$ cat src/rtl/sw_db_pkg.sv
// Shared types and constants for the switch debouncer.
package sw_db_pkg;

  typedef enum logic [1:0] {
    ZERO  = 2'd0,
    WAIT1 = 2'd1,
    ONE   = 2'd2,
    WAIT0 = 2'd3
  } db_state_t;

  localparam int N_STABLE = 3;
  localparam int CNT_W    = 2;

  // Debounced level implied by a state: high once a rise has qualified.
  function automatic logic level_of(db_state_t st);
    return (st == ONE) || (st == WAIT0);
  endfunction

endpackage

$ cat src/rtl/db_fsm.sv
// Single-bit 2-FF synchroniser plus debounce FSM.
// Edge pulses are only generated when SW_DB_EDGE_EN is defined.
module db_fsm
  import sw_db_pkg::*;
(
  input  logic clk,
  input  logic reset_n,
  input  logic tick,
  input  logic sw,
  output logic level,
  output logic rise,
  output logic fall
);

  logic             sync1;
  logic             s;
  db_state_t        state;
  db_state_t        state_next;
  logic [CNT_W-1:0] cnt;
  logic [CNT_W-1:0] cnt_next;

  always_ff @(posedge clk or negedge reset_n) begin
    if (!reset_n) begin
      sync1 <= 1'b0;
      s     <= 1'b0;
    end else begin
      sync1 <= sw;
      s     <= sync1;
    end
  end

  always_ff @(posedge clk or negedge reset_n) begin
    if (!reset_n) begin
      state <= ZERO;
      cnt   <= '0;
    end else begin
      state <= state_next;
      cnt   <= cnt_next;
    end
  end

  // A bounce back to the old level drops straight to the stable state,
  // so qualification always restarts from a full count.
  always_comb begin
    state_next = state;
    cnt_next   = cnt;
    case (state)
      ZERO: begin
        if (s) begin
          state_next = WAIT1;
          cnt_next   = CNT_W'(N_STABLE - 1);
        end
      end
      WAIT1: begin
        if (!s) begin
          state_next = ZERO;
        end else if (tick) begin
          if (cnt == '0) state_next = ONE;
          else           cnt_next   = cnt - CNT_W'(1);
        end
      end
      ONE: begin
        if (!s) begin
          state_next = WAIT0;
          cnt_next   = CNT_W'(N_STABLE - 1);
        end
      end
      WAIT0: begin
        if (s) begin
          state_next = ONE;
        end else if (tick) begin
          if (cnt == '0) state_next = ZERO;
          else           cnt_next   = cnt - CNT_W'(1);
        end
      end
      default: state_next = ZERO;
    endcase
  end

  assign level = level_of(state);

`ifdef SW_DB_EDGE_EN
  // Pulses are registered off the qualifying transition so they line up
  // with the first cycle of the new level.
  always_ff @(posedge clk or negedge reset_n) begin
    if (!reset_n) begin
      rise <= 1'b0;
      fall <= 1'b0;
    end else begin
      rise <= (state == WAIT1) && (state_next == ONE);
      fall <= (state == WAIT0) && (state_next == ZERO);
    end
  end
`else
  assign rise = 1'b0;
  assign fall = 1'b0;
`endif

endmodule

$ cat src/rtl/sw_debounce.sv
// Switch-bank debouncer: one shared tick generator feeding N per-bit FSMs.
module sw_debounce
  import sw_db_pkg::*;
#(
  parameter int N      = 8,
  parameter int TICK_W = 20
) (
  input  logic         clk,
  input  logic         reset_n,
  input  logic [N-1:0] sw_in,
  output logic [N-1:0] db_level,
  output logic [N-1:0] db_rise,
  output logic [N-1:0] db_fall
);

  logic [TICK_W-1:0] tick_cnt;
  logic              tick;

  always_ff @(posedge clk or negedge reset_n) begin
    if (!reset_n) tick_cnt <= '0;
    else          tick_cnt <= tick_cnt + TICK_W'(1);
  end

  assign tick = &tick_cnt;

  for (genvar i = 0; i < N; i++) begin : g_bit
    db_fsm u_fsm (
      .clk     (clk),
      .reset_n (reset_n),
      .tick    (tick),
      .sw      (sw_in[i]),
      .level   (db_level[i]),
      .rise    (db_rise[i]),
      .fall    (db_fall[i])
    );
  end

endmodule

$ cat config.mk
export PLATFORM = sky130hd
export DESIGN_NAME = sw_debounce
export DESIGN_NICKNAME = d
export VERILOG_FILES = /design/src/rtl/sw_db_pkg.sv /design/src/rtl/db_fsm.sv /design/src/rtl/sw_debounce.sv
export SDC_FILE = /design/constraint.sdc
export NUM_CORES = 1
export LEC_CHECK = 0
export ABC_AREA = 1
export BUFFER_PORTS_ARGS = -buffer_cell sky130_fd_sc_hd__buf_2
export CAP_MARGIN = 20
export CORE_MARGIN = 2
export CORE_UTILIZATION = 59
export CTS_CLUSTER_SIZE = 16
export DETAILED_ROUTE_END_ITERATION = 8
export GPL_ROUTABILITY_DRIVEN = 0
export PLACE_DENSITY = 0.8
export SLEW_MARGIN = 20
export SYNTH_ARGS = -nofsm -noshare
export SYNTH_HDL_FRONTEND = slang
export SYNTH_HIERARCHICAL = 1
export SYNTH_SLANG_ARGS = --single-unit
$ cat constraint.sdc
create_clock -name clk -period 2.5 [get_ports clk]
set_clock_uncertainty 0.05 [all_clocks]
set_input_delay 0.625 -clock clk [delete_from_list [all_inputs] [get_ports clk]]
set_output_delay 0.625 -clock clk [all_outputs]
set_load 0.02 [all_outputs]
======== Word level (Yosys, flattened, before mapping) ========
Index checks and enable logic that the tools add are counted.
word-level totals
  flip-flop bits (word level) ............. 68
  bits in latches ......................... 0
  bits in writable memories ............... 0
  memory bits (read-only) ................. 0
  output and inout port bits .............. 24
  memories ................................ 0
operators by class
  $add $sub $neg .......................... 9
  multipliers ............................. 0
  divide/modulo/power cells ............... 0
  $lt $le $gt $ge ......................... 0
  equality and inequality tests ........... 88
  shift-type cells ........................ 0
  mux-type cells .......................... 128
  bitwise logic cells ..................... 0
  reductions and logical operators ........ 41
operator list
  cell                   count
  $mux 2                 112
  $pmux 2 s4             16
  $reduce_and 6->1       8
  $ne 3x3->1 const B     14
  $eq 2x2->1 const B     16
  $logic_not 2->1        16
  $ne 2x1->1 const B     16
  $ne 2x2->1 const B     16
  $reduce_and 4->1       8
  $ne 3x1->1 const B     10
  $ne 3x2->1 const B     8
  $add 20x1->20 const B  1
  $reduce_and 20->1      1
  $eq 2x1->1 const B     8
  $sub 2x1->2 const B    8
  $logic_or 1x1->1       8

======== Logic depth before layout (Yosys ltp) ========
  depth in word-level cells ............... 5
  depth in mapped cells ................... 12
  depth with buffers taken out ............ 12

======== Modules after synthesis ========
The synthesis kept the hierarchy.
by module, submodules not included
  module       instances  cells each  area each (sq um)
  db_fsm       8          37          302.8
  sw_debounce  1          118         1018.5

======== Least setup slack after synthesis ========
OpenSTA, ideal clock, no wires.
  path kind ............................... reg2reg
  from .................................... reg tick_cnt[0]
  to ...................................... reg with a tool-made name
  setup time .............................. 0.120 ns
  arrival time ............................ 1.926 ns
  slack ................................... 0.405 ns
  cell stages (with the launch flop) ...... 13
  buffers on the path ..................... 0
  period minus slack after synthesis ...... 2.095 ns
  path through ............................ dfrtp_1 ha_1 nand3_2 nor2_4 nand2_2 inv_2 nand2_1 nor2_1 nand2_1 nor2_4 nand2_1 o21ai_0 inv_1
RTL lines
  element                 line               text
  start, declared         sw_debounce.sv:16  logic [TICK_W-1:0] tick_cnt;
  start signal, assigned  sw_debounce.sv:21  else tick_cnt <= tick_cnt + TICK_W'(1);

==> impl_metrics.yaml <==
detailed_routing:
  ant_nets: 0
  first_pass_iters: 4
  drtIter0Drc: 133
  totalWireLength_mm: 5.50
  avgRoutedWirePerCell_um: 11.0
  vias_per_cell: 4.74
  vias: 2378
  route.detailed.drc: 0
cells_and_area:
  drive_gt1_share_pct: 17.9
  syn_to_final_growth_pct: 7.16
  seqCellArea_sq_um: 1700
  fin_nets: 447
  multiInputGateArea_sq_um: 1360
  antenna_cells: 0
  fillers: 462
global_route:
  use_met2_pct: 34.4
  grt_overflow: 0
  grt_max_degree: 69
  busiest_layer: "met2"
  antenna_found_initial: 0
  track_usage_pct: 19.6
  grt_pass1_wl_mm: 9.56
  first_global_vias: 2307
  use_met1_pct: 21.8
  use_met3_pct: 6.85
setup_path:
  cp_max_fo: 16
  start_kind: "register"
  worst_setup_path_end_kind: "register"
  crit_start: "tick_cnt[1]$_DFF_PN0_"
  crit_required_ps: 2680
  arrival_ps: 2170
  r2r-start: "tick_cnt[1]$_DFF_PN0_"
  path_class: "register to register"
run:
  max-cap-violations: 0
cts:
  clockBufferDepth: 2
  cts.clk_slew.worst_paths_ps: 70
  cts_setup_buffers: 0
  cts_tree: "built"
  cts_resized: 0
  worstSkewPairLatency_ps: 350
  numCtsBuffers: 9
  cts_root_buf: "clkbuf_8"
  cts_htree_levels: 3
  clock_sinks: 68
  cts_hold_buf: 0
power:
  clockPowerShare_pct: 34.9
  power_leakage_nw: 1.99
  p_int_mw: 1.65
  p_sw_mw: 0.581
  power_density_nw_per_um2: 604
  swShare_pct: 26.1
  power_frac_comb_pct: 11.2
  sequentialPowerShare_pct: 54.0
  irDropWorstVdd_mv: 0.441
synth:
  synth_top_area_share_pct: 49.5
  synth_seq_cells: 68
  syn_area_sq_um: 3440
  ys_types: 21
  synth_common_cells: "nand2_1, dfrtp_1, inv_1, nand2_2, nand3_1"
  synthTopCellsByArea: "dfrtp_1, nand2_1, inv_1"
  synth_edf_count: 0
  synth_most_common_cell: "nand2_1"
  netlist_instances: 414
  synth_ff_type: "dfrtp_1"
  synth_area_per_cell_sq_um: 8.31
  yosysWarnings: 6
  synth_top_cell_by_area: "dfrtp_1"
  synth-async-reset-ratio_pct: 100
  ys_seq_area_share_pct: 49.5
timing:
  hold_viol: 0
  holdWs_ps: 216
  slew_viol_final: 0
  min_period_ps: 1980
  setup_tns_ps: 0
  setup_viol: 0
  min_period_over_period_pct: 79.2
  rsz0062_at_grt: "false"
  fmax_mhz: 505
floorplanning:
  start_util_pct: 61.7
  chipWidth_um: 80.4
  floorplan.rows: 27
  die_y_um: 80.4
  ios: 34
  design.core.area_sq_um: 5570
  dieArea_sq_um: 6460
outcome:
  status: "finished, final reports clean"
placed_design:
  io_buffers: 17
  place_hpwl_mm: 4.11
hold_path:
  hp-class: "primary input to asynchronous set/reset pin"
-- metrics by stage --
step	setup slack (ps)	area, sq um	power [mW]	cells	util (%)
6_report	519	3690	2.23	502	66.2
5_1_grt	270	3690	2.35	502	66.2
4_1_cts	494	3690	2.26	502	66.2
3_5_place_dp	511	3520	1.48	489	63.2
3_3_place_gp	663	3520	1.45	489	63.2
2_1_floorplan	405	3470	1.41	422	-
-- per-layer routing --
| layer | share of wire [%] | wire length (um) |
|---|---|---|
| met1 | 42 | 2320 |
| met2 | 52 | 2870 |
| met3 | 3.4 | 187 |
| met4 | 2.1 | 118 |
| met5 | 0 | 0 |
-- final timing paths --
check	to	slack, ps	cells past startpoint
worst max-delay path	register	520	13
min in group clk	g_bit[3].u_fsm/s$_DFF_PN0_	300	0
worst min-delay path	g_bit[2].u_fsm/cnt[0]$_DFFE_PN0P_	220	2
max in group asynchronous	asynchronous set/reset pin	1870	2
worst max register to register	register	520	13
worst min register to register	g_bit[3].u_fsm/s$_DFF_PN0_	300	0
-- area by class of cell --
class | instances | share of cell area, %
clock inverter | 2 | 0.339
sequential | 68 | 46.1
tap | 72 | 2.44
multi-input combinational | 260 | 36.7
inverter | 70 | 7.16
timing repair buffer | 19 | 3.05
clock buffer | 11 | 4.11
-- power groups by stage --
stage               combinational (mW)  clock [mW]  sequential (mW)
floorplan                        0.198           0             1.21
global placement                 0.230           0             1.22
detailed placement               0.252           0             1.22
CTS                              0.254       0.800             1.20
global route                     0.291       0.846             1.21
finish                           0.249       0.777             1.20
-- layout by cell type (no fill, tap or decap), types with 2 or more instances in the layout --
| cell type | n |
|---|---|
| a21oi_1 | 8 |
| buf_2 | 17 |
| clkbuf_8 | 11 |
| clkinv_2 | 2 |
| conb_1 | 16 |
| dfrtp_1 | 68 |
| ha_1 | 9 |
| inv_1 | 68 |
| nand2_1 | 115 |
| nand2_2 | 28 |
| nand3_1 | 23 |
| nand3b_1 | 3 |
| nor2_1 | 21 |
| nor2_4 | 13 |
| o21ai_0 | 10 |
| xnor2_1 | 5 |
| xor2_1 | 6 |
-- logic make-up after synthesis --
kind of cell    synth area share (%)
xor+xnor                        2.80
fa+ha+maj                       3.27
simple gates                    28.8
compound gates                  2.76
other cells                    0.873
buf+inv                         12.0
flops                           49.5
-- worst max-delay path, cell delays in order, from the launching register on --
cell and delay (ps):
dfrtp_1 350, ha_1 200, nand3_2 120, nor2_4 160, nand2_2 90, inv_2 60, nand2_1 70, nor2_1 110
buf_4 230, nand2_1 120, nor2_4 100, nand2_1 50, o21ai_0 80, inv_1 60
(Power assumes the default switching activity.)
